<file path="config.mk">
export PLATFORM = sky130hd
export DESIGN_NAME = vga_timing_receiver
export DESIGN_NICKNAME = d
export VERILOG_FILES = /design/src/rtl/vga_timing_receiver.sv
export SDC_FILE = /design/constraint.sdc
export NUM_CORES = 1
export LEC_CHECK = 0
export BUFFER_PORTS_ARGS = -buffer_cell sky130_fd_sc_hd__buf_2
export CORE_MARGIN = 2
export CORE_UTILIZATION = 55
export CTS_CLUSTER_DIAMETER = 40
export CTS_CLUSTER_SIZE = 14
export DETAILED_ROUTE_END_ITERATION = 8
export PLACE_DENSITY_LB_ADDON = 0.15
export SYNTH_ARGS = -nofsm -noshare
export SYNTH_HDL_FRONTEND = slang
export SYNTH_SLANG_ARGS = --single-unit
export TNS_END_PERCENT = 30
</file>
<file path="constraint.sdc">
create_clock -name clk -period 8.4 [get_ports clk]
set_input_delay 0.84 -clock clk [delete_from_list [all_inputs] [get_ports clk]]
set_output_delay 0.84 -clock clk [all_outputs]
set_load 0.05 [all_outputs]
</file>
<file path="src/rtl/vga_timing_receiver.sv">
// vga_timing_receiver: locks to an incoming hsync/vsync/pixel stream paced by a one-clk pixel
// strobe, recovers the column/row of each sampled pixel and emits frame-buffer writes with a
// linear address (row * H_ACTIVE + col) for the visible area. Sync timing violations pulse
// sync_error and drop back to searching for a fresh hsync edge.
//
// Ports:
//   clk, n_rst        system clock, asynchronous active-low reset
//   pixel_en          one-clk strobe; every other input is sampled only when it is high
//   hsync_n, vsync_n  active-low syncs
//   pixel_in          pixel data
//   wr_en             one-clk write strobe, with wr_addr / wr_data
//   col_out, row_out  recovered position of the last sampled pixel
//   locked            high while fully locked
//   frame_done        pulses with the write to the last visible address
//   sync_error        pulses on a timing violation
module vga_timing_receiver #(
  parameter int unsigned H_ACTIVE     = 640,
  parameter int unsigned H_SYNC_START = 656,
  parameter int unsigned H_TOTAL      = 800,
  parameter int unsigned V_ACTIVE     = 480,
  parameter int unsigned V_SYNC_START = 490,
  parameter int unsigned V_TOTAL      = 525,
  parameter int unsigned DATA_W       = 8
) (
  input  logic              clk,
  input  logic              n_rst,
  input  logic              pixel_en,
  input  logic              hsync_n,
  input  logic              vsync_n,
  input  logic [DATA_W-1:0] pixel_in,
  output logic              wr_en,
  output logic [19:0]       wr_addr,
  output logic [DATA_W-1:0] wr_data,
  output logic [9:0]        col_out,
  output logic [9:0]        row_out,
  output logic              locked,
  output logic              frame_done,
  output logic              sync_error
);

  localparam logic [19:0] ADDR_LAST = 20'(H_ACTIVE * V_ACTIVE - 1);
  localparam logic [9:0]  COL_LAST  = 10'(H_TOTAL - 1);
  localparam logic [9:0]  ROW_LAST  = 10'(V_TOTAL - 1);
  localparam logic [9:0]  COL_SYNC  = 10'(H_SYNC_START);
  localparam logic [9:0]  ROW_SYNC  = 10'(V_SYNC_START);
  localparam logic [9:0]  COL_ACT   = 10'(H_ACTIVE);
  localparam logic [9:0]  ROW_ACT   = 10'(V_ACTIVE);

  typedef enum logic [1:0] {StSearch, StHlock, StLocked} state_e;

  state_e      state_q;
  logic        prev_h_q;
  logic        prev_v_q;
  logic [19:0] addr_q;     // address the next write will use

  logic       h_edge;
  logic       v_edge;
  logic [9:0] next_col;
  logic [9:0] next_row;
  logic       hlock_err;
  logic       locked_err;
  logic       in_active;

  always_comb begin
    h_edge   = prev_h_q & ~hsync_n;
    v_edge   = prev_v_q & ~vsync_n;
    next_col = (col_out == COL_LAST) ? 10'd0 : col_out + 10'd1;
    next_row = row_out;
    if (next_col == 10'd0) begin
      next_row = (row_out == ROW_LAST) ? 10'd0 : row_out + 10'd1;
    end
    // Only the column is tracked before full lock, so only hsync placement can be judged.
    hlock_err  = (v_edge && (next_col != 10'd0)) || (h_edge != (next_col == COL_SYNC));
    // Both directions: a misplaced sync and a missing sync are violations.
    locked_err = (h_edge != (next_col == COL_SYNC)) ||
                 (v_edge != ((next_row == ROW_SYNC) && (next_col == 10'd0)));
    in_active  = (next_col < COL_ACT) && (next_row < ROW_ACT);
  end

  always_ff @(posedge clk or negedge n_rst) begin
    if (!n_rst) begin
      state_q    <= StSearch;
      prev_h_q   <= 1'b1;
      prev_v_q   <= 1'b1;
      addr_q     <= '0;
      wr_en      <= 1'b0;
      wr_addr    <= '0;
      wr_data    <= '0;
      col_out    <= '0;
      row_out    <= '0;
      locked     <= 1'b0;
      frame_done <= 1'b0;
      sync_error <= 1'b0;
    end else begin
      wr_en      <= 1'b0;
      frame_done <= 1'b0;
      sync_error <= 1'b0;
      if (pixel_en) begin
        prev_h_q <= hsync_n;
        prev_v_q <= vsync_n;
        unique case (state_q)
          StSearch: begin
            // A vsync edge here is ignored; hsync wins when both arrive together.
            if (h_edge) begin
              col_out <= COL_SYNC;
              row_out <= '0;
              state_q <= StHlock;
            end
          end
          StHlock: begin
            if (hlock_err) begin
              sync_error <= 1'b1;
              state_q    <= StSearch;
            end else begin
              col_out <= next_col;
              if (v_edge) begin
                row_out <= ROW_SYNC;
                wr_addr <= '0;
                addr_q  <= '0;
                locked  <= 1'b1;
                state_q <= StLocked;
              end
            end
          end
          StLocked: begin
            if (locked_err) begin
              sync_error <= 1'b1;
              locked     <= 1'b0;
              state_q    <= StSearch;
            end else begin
              col_out <= next_col;
              row_out <= next_row;
              if (v_edge) begin
                wr_addr <= '0;
                addr_q  <= '0;
              end
              // v_edge lands outside the visible rows, so it never coincides with a write.
              if (in_active) begin
                wr_en      <= 1'b1;
                wr_data    <= pixel_in;
                wr_addr    <= addr_q;
                frame_done <= (addr_q == ADDR_LAST);
                addr_q     <= (addr_q == ADDR_LAST) ? 20'd0 : addr_q + 20'd1;
              end
            end
          end
          default: state_q <= StSearch;
        endcase
      end
    end
  end

endmodule

</file>
=== Yosys cells after proc, flatten, opt, wreduce, memory -nomap -nowiden ===
Cells that the tools add are included.

* Bitwise logic cells: 5
* Equality and inequality tests: 15
* Add/sub/neg operators: 3
* Order comparisons: 2
* Reductions and logical operators: 16
* Mux-type cells: 44

{| class="wikitable"
|+ Operators with widths
! operator !! count
|-
| 20-bit two-way mux || 9
|-
| 10-bit two-way mux || 10
|-
| 20-bit case mux with 2 select lines || 2
|-
| 10-bit case mux with 3 select lines || 2
|-
| 10-bit == test (second input constant) || 3
|-
| 10-bit by 1-bit adder with 10-bit output (second input constant) || 2
|-
| 20-bit by 1-bit adder with 20-bit output (second input constant) || 1
|-
| 20-bit by 19-bit == test with 1-bit output (second input constant) || 1
|-
| 1-bit two-way mux || 14
|-
| 4-bit AND reduction || 3
|-
| 10-bit by 9-bit == test with 1-bit output (second input constant) || 1
|-
| 10-bit zero test || 1
|-
| 10-bit < comparator (second input constant) || 1
|-
| 10-bit by 9-bit < comparator with 1-bit output (second input constant) || 1
|-
| 2-bit != test (second input constant) || 5
|-
| 5-bit AND reduction || 2
|-
| 10-bit nonzero test || 1
|-
| 2-bit two-way mux || 4
|-
| 2-bit case mux with 3 select lines || 1
|-
| 6-bit AND reduction || 1
|-
| 1-bit case mux with 2 select lines || 2
|-
| 1-bit logical AND || 3
|-
| 3-bit != test (second input constant) || 1
|-
| 1-bit inverter || 3
|-
| 8 further kinds || 11
|}

* Input port bits: 13
* Output and inout bits: 52
* Register bits after elaboration: 76

=== Longest topological paths before layout ===
* Depth in word-level cells: 11
* Depth in mapped cells: 14
* Gate-level depth less buffers: 11

=== Worst setup path before layout ===
No wires, ideal clock.

* Path kind: reg-to-reg
* Start: register row_out[0]
* End: register state_q[0]
* Cell stages (with the launch flop): 12
* Arrival time: 3935 ps
* Path buffers: 1
* Library setup time: 125 ps
* Setup slack: 4340 ps
* Path through: dfrtp_1 > ha_1 > nand3_1 > or4_1 > a2111oi_2 > o21ai_1 > a2111o_1 > or4_1 > buf_2 > a32o_1 > a221o_1 > mux2_4

* Longest elaborated chain between the ends: 9
* Elaborated cells between the ends (all ways): 10

{| class="wikitable"
|+ RTL lines
! what !! line !! RTL
|-
| start, declared || 35 || <nowiki>output logic [9:0] row_out,</nowiki>
|-
| start signal, assigned || 132 || <nowiki>row_out <= next_row;</nowiki>
|-
| 10-bit by 1-bit adder with 10-bit output or 10-bit == test (tied branches) || 70 || <nowiki>next_row = (row_out == ROW_LAST) ? 10'd0 : row_out + 10'd1;</nowiki>
|-
| 10-bit two-way mux || 70 ||
|-
| 10-bit two-way mux (*) || 69 || <nowiki>if (next_col == 10'd0) begin</nowiki>
|-
| 10-bit by 9-bit == test with 1-bit output (*) || 76 || <nowiki>(v_edge != ((next_row == ROW_SYNC) && (next_col == 10'd0)));</nowiki>
|-
| 1-bit logical AND (*) || 76 ||
|-
| 1-bit != test (*) || 76 ||
|-
| 1-bit logical OR (*) || 75 || <nowiki>locked_err = (h_edge != (next_col == COL_SYNC)) ||</nowiki>
|-
| 2-bit != test (no line) (*) || n/a ||
|-
| 4-bit AND reduction (no line) (*) || n/a ||
|-
| end signal, assigned || 82 || <nowiki>state_q <= StSearch;</nowiki>
|-
| end signal, assigned || 107 || <nowiki>state_q <= StHlock;</nowiki>
|-
| end signal, assigned || 113 || <nowiki>state_q <= StSearch;</nowiki>
|-
| end, declared || 51 || <nowiki>state_e state_q;</nowiki>
|}

Mark *: on every way between the ends. The rest lies on a longest branch, timed or not.
A chain may end at the register's enable or synchronous reset.

=== Final worst setup path ===
* Start: register row_out[0]
* End: register row_out[7]

* Longest elaborated chain between the ends: 9
* Elaborated cells between the ends (all ways): 12

{| class="wikitable"
|+ RTL lines
! what !! line
|-
| 10-bit by 1-bit adder with 10-bit output or 10-bit == test (tied branches) || 70
|-
| 10-bit two-way mux || 70
|-
| 10-bit two-way mux (*) || 69
|-
| 10-bit by 9-bit == test with 1-bit output || 76
|-
| 1-bit logical AND || 76
|-
| 1-bit != test || 76
|-
| 1-bit logical OR || 75
|-
| 2-bit != test (no line) || n/a
|-
| 6-bit AND reduction (no line) || n/a
|}

Mark *: on every way between the ends. The rest lies on a longest branch, timed or not. The select of a mux whose other input is x is not followed.

==> metrics.yaml <==
layout:
  seq_area_mm2: 0.00190
  n_antenna_cell: 0
  areaGrowthSynthToFinish_pct: 12.7
  fill_cells: 662
  multiInputGateArea_mm2: 0.00239
  fin_cells: 618
  nets: 533
  drive_gt1_share_pct: 20.5
  utilization_pct: 64.6
synthesis:
  yosysWarnings: 0
  yosysSeqAreaShare_pct: 42.5
  netlist_instances: 461
  synth.net_count: 483
  synth.cell_area_mm2: 0.00448
  ys_async_sr_fraction_pct: 100
  ys_ff_latch: 76
  synth_edf_count: 0
  synth_cell_types: 67
  postSynthAreaPerCell_um2: 9.71
  ys.flop_type: "dfrtp_1"
floorplanning:
  row_count: 32
  die_w_um: 94.2
  fp.dieArea_mm2: 0.00888
  placeableCoreArea_mm2: 0.00781
  die_y_um: 94.2
  io_pins: 65
  initial_utilization_pct: 57.4
power:
  share_comb_of_total_power_pct: 39.3
  p_seq_share_pct: 35.7
  power_frac_clock_pct: 25.0
  ir_worst_vdd_mv: 0.203
  switching_share_pct: 43.3
  power.leakage_nw: 2.41
  switchingPower_mw: 0.562
  cellInternalPower_mw: 0.737
  p_total_mw: 1.30
  powerDensity_mw_per_mm2: 258
placed_design:
  dpl.hpwl_um: 7450
  io_buffers: 64
  dp_cells: 602
  gp_congestion: 0.929
  dp_worst_setup_slack_ns: 4.28
sta:
  rsz0062_at_grt: "false"
  finalWorstPathRequiredPeriod_ns: 4.14
  relSlewSlack_pct: 34.7
  slew_viol_final: 0
  clock.fmax_ghz: 0.241
  worst_slew_pin_slew_ns: 0.980
  min_period_over_period_pct: 49.3
  setup_ws_ns: 4.26
  hold_viol: 0
  fin_skew_ns: 0.00748
  finalSetupViolCount: 0
  fin_setup_tns_ns: 0
clock_tree:
  clock_path_buffers: 2
  cts_hold_buf: 0
  numCtsBuffers: 9
  h-tree-depth: 3
  cts_sinks: 76
  cts_tree: "done"
  clk_pin_slew_ns: 0.08
  post_cts_resized: 0
  clockRootBuffer: "clkbuf_8"
  postCtsSetupBuffers: 0
  clk_latency_ns: 0.36
detailed_routing:
  firstDrtPassIters: 4
  vias_per_cell: 6.40
  drc: 0
  wl_per_cell_um: 17.8
  num_vias: 3958
  drtIter0Drc: 197
  ant_nets: 0
  drt-total-wl_um: 11000
setup_path:
  worstPathArrival_ns: 4.39
  crit_start: "row_out[0]$_DFFE_PN0P_"
  crit_type: "register to register"
  startpoint_type: "register"
  cp.required_ns: 8.65
  crit_fanout: 17
  reg2reg_from: "row_out[0]$_DFFE_PN0P_"
  cp-end-kind: "register"
grt:
  grt_first_pass_wirelength_um: 18400
  antenna_found_initial: 0
  use_met3_pct: 4.57
  grt_pass1_vias: 3744
  grt.met1_usage_pct: 35.9
  grt_usage_pct: 26.2
  busiest_layer: "met2"
  grt_overflow_total: 0
  met2_usage_pct: 43.3
  grt_start_max_net_pins: 77
run:
  drv_cap: 0
worst_hold_path:
  min_from: "wr_data[6]$_DFFE_PN0P_"
  hold_path.class: "register to register"
outcome:
  status: "finished clean"
## kinds of logic after synthesis
family                     share of synthesized area [%]
adders and majority gates                           2.51
AOI/OAI and AO/OA                                   23.1
xor gates and xnor gates                           0.782
DFF                                                 42.5
muxes                                               4.27
buffers and inverters                               4.14
and+or+nand+nor                                     22.7
## worst max-delay path, cell delays in order (launching register included)
cell       delay [ns]
dfrtp_1          0.46
ha_1             0.30
nand3_1          0.17
or4_1            0.45
a2111oi_2        0.36
o21ai_1          0.12
a2111o_1         0.48
or4_1            0.57
a31oi_2          0.75
nor3_1           0.16
o32a_1           0.21
## worst paths after layout
path	to	slack [ns]	depth (start not counted)
worst max-delay path	row_out[7]$_DFFE_PN0P_	4.26	10
worst min-delay path	wr_data[6]$_DFFE_PN0P_	0.49	1
worst max register to register	row_out[7]$_DFFE_PN0P_	4.26	10
worst min register to register	wr_data[6]$_DFFE_PN0P_	0.49	1
max in group asynchronous	row_out[2]$_DFFE_PN0P_	7.17	1
min in group asynchronous	wr_data[3]$_DFFE_PN0P_	0.62	1
## layer usage
metal	routed length, um	part of all wire, %
met1	4950	45
met2	5290	48
met3	627	5.7
met4	99	0.90
met5	0	0
## sequential cells by signal, indices dropped and copies added, names as in the netlist
register and flops:
prev_v_q 1, col_out 10, row_out 10, sync_error 1, frame_done 1, wr_data 8, addr_q 20, locked 1
wr_addr 20, state_q 2, wr_en 1, prev_h_q 1
## cell usage in the layout, fill, tap and decap left out, types with 8 or more instances in the layout
cell / netlist / layout
nand2b_1: 8 / 8
nand2_1: 36 / 36
a22o_1: 22 / 22
a221o_1: 18 / 18
o21ai_0: 11 / 11
buf_2: 13 / 63
ha_1: 9 / 9
inv_1: 11 / 11
dfrtp_1: 74 / 74
clkbuf_8: 0 / 10
nor3_1: 13 / 13
mux2_1: 10 / 10
a21oi_1: 13 / 13
a31oi_1: 10 / 10
and3_1: 24 / 24
nand3_1: 18 / 18
nand4_1: 11 / 11
nor2_1: 37 / 37
## stage by stage
| step | cell area [um^2] | hold WS (ns) |
|---|---|---|
| 2_1_floorplan | 4480 | 0.524 |
| 3_3_place_gp | 4810 | 0.463 |
| 3_5_place_dp | 4810 | 0.474 |
| 4_1_cts | 5040 | 0.493 |
| 5_1_grt | 5040 | 0.520 |
| 6_report | 5040 | 0.487 |
## area by class of cell
| class | instances | share of cell area, % |
|---|---|---|
| Clock buffer | 10 | 2.73 |
| Clock inverter | 6 | 1.86 |
| Inverter | 11 | 0.818 |
| Multi-Input combinational cell | 346 | 47.5 |
| Sequential cell | 76 | 37.7 |
| Tap cell | 102 | 2.53 |
| Timing Repair Buffer | 67 | 6.85 |
## synth_stat cells (2+ instances only)
| library cell | number | share of area [%] |
|---|---|---|
| or4_1 | 2 | 0.34 |
| a21o_1 | 5 | 0.84 |
| dfrtp_1 | 74 | 41 |
| a31o_2 | 2 | 0.39 |
| mux2_1 | 10 | 2.5 |
| xnor2_1 | 4 | 0.78 |
| clkbuf_1 | 10 | 0.84 |
| a31oi_1 | 10 | 1.4 |
| nor3_1 | 13 | 1.5 |
| nor2_1 | 37 | 3.1 |
| mux2_2 | 3 | 0.75 |
| nand2b_1 | 8 | 1.1 |
| o211ai_1 | 3 | 0.50 |
| ha_1 | 9 | 2.5 |
| nand4_1 | 11 | 1.5 |
| nand3_1 | 18 | 2.0 |
| nor4_1 | 2 | 0.28 |
| o31ai_1 | 6 | 1.0 |
| buf_2 | 13 | 1.5 |
| a41oi_1 | 3 | 0.59 |
| buf_4 | 4 | 0.67 |
| or2_2 | 7 | 0.98 |
| nand2_1 | 36 | 3.0 |
| inv_1 | 11 | 0.92 |
| nor2b_1 | 7 | 0.98 |
| nor3b_1 | 5 | 0.84 |
| a22o_1 | 22 | 4.3 |
| nor4bb_1 | 2 | 0.45 |
| and3_1 | 24 | 3.4 |
| or3_1 | 3 | 0.42 |
| mux2i_1 | 3 | 0.67 |
| dfstp_2 | 2 | 1.2 |
| a32o_1 | 4 | 0.89 |
| and4_1 | 2 | 0.39 |
| nor4b_1 | 5 | 0.98 |
| o2bb2ai_1 | 2 | 0.39 |
| a21oi_1 | 13 | 1.5 |
| o32a_1 | 4 | 0.89 |
| and2_1 | 2 | 0.28 |
| o21ai_0 | 11 | 1.2 |
| o21a_1 | 2 | 0.34 |
| a221o_1 | 18 | 4.0 |
| a211oi_1 | 5 | 0.84 |
## power groups by stage
stage                     Combinational [mW]  Sequential, mW  Clock, mW
after global placement                 0.498           0.467          0
after global routing                   0.547           0.473      0.349
after CTS                              0.509           0.463      0.330
final                                  0.510           0.464      0.325
after floorplan                        0.288           0.576          0
after detailed placement               0.508           0.470          0
Power figures use the tool's default switching activity.
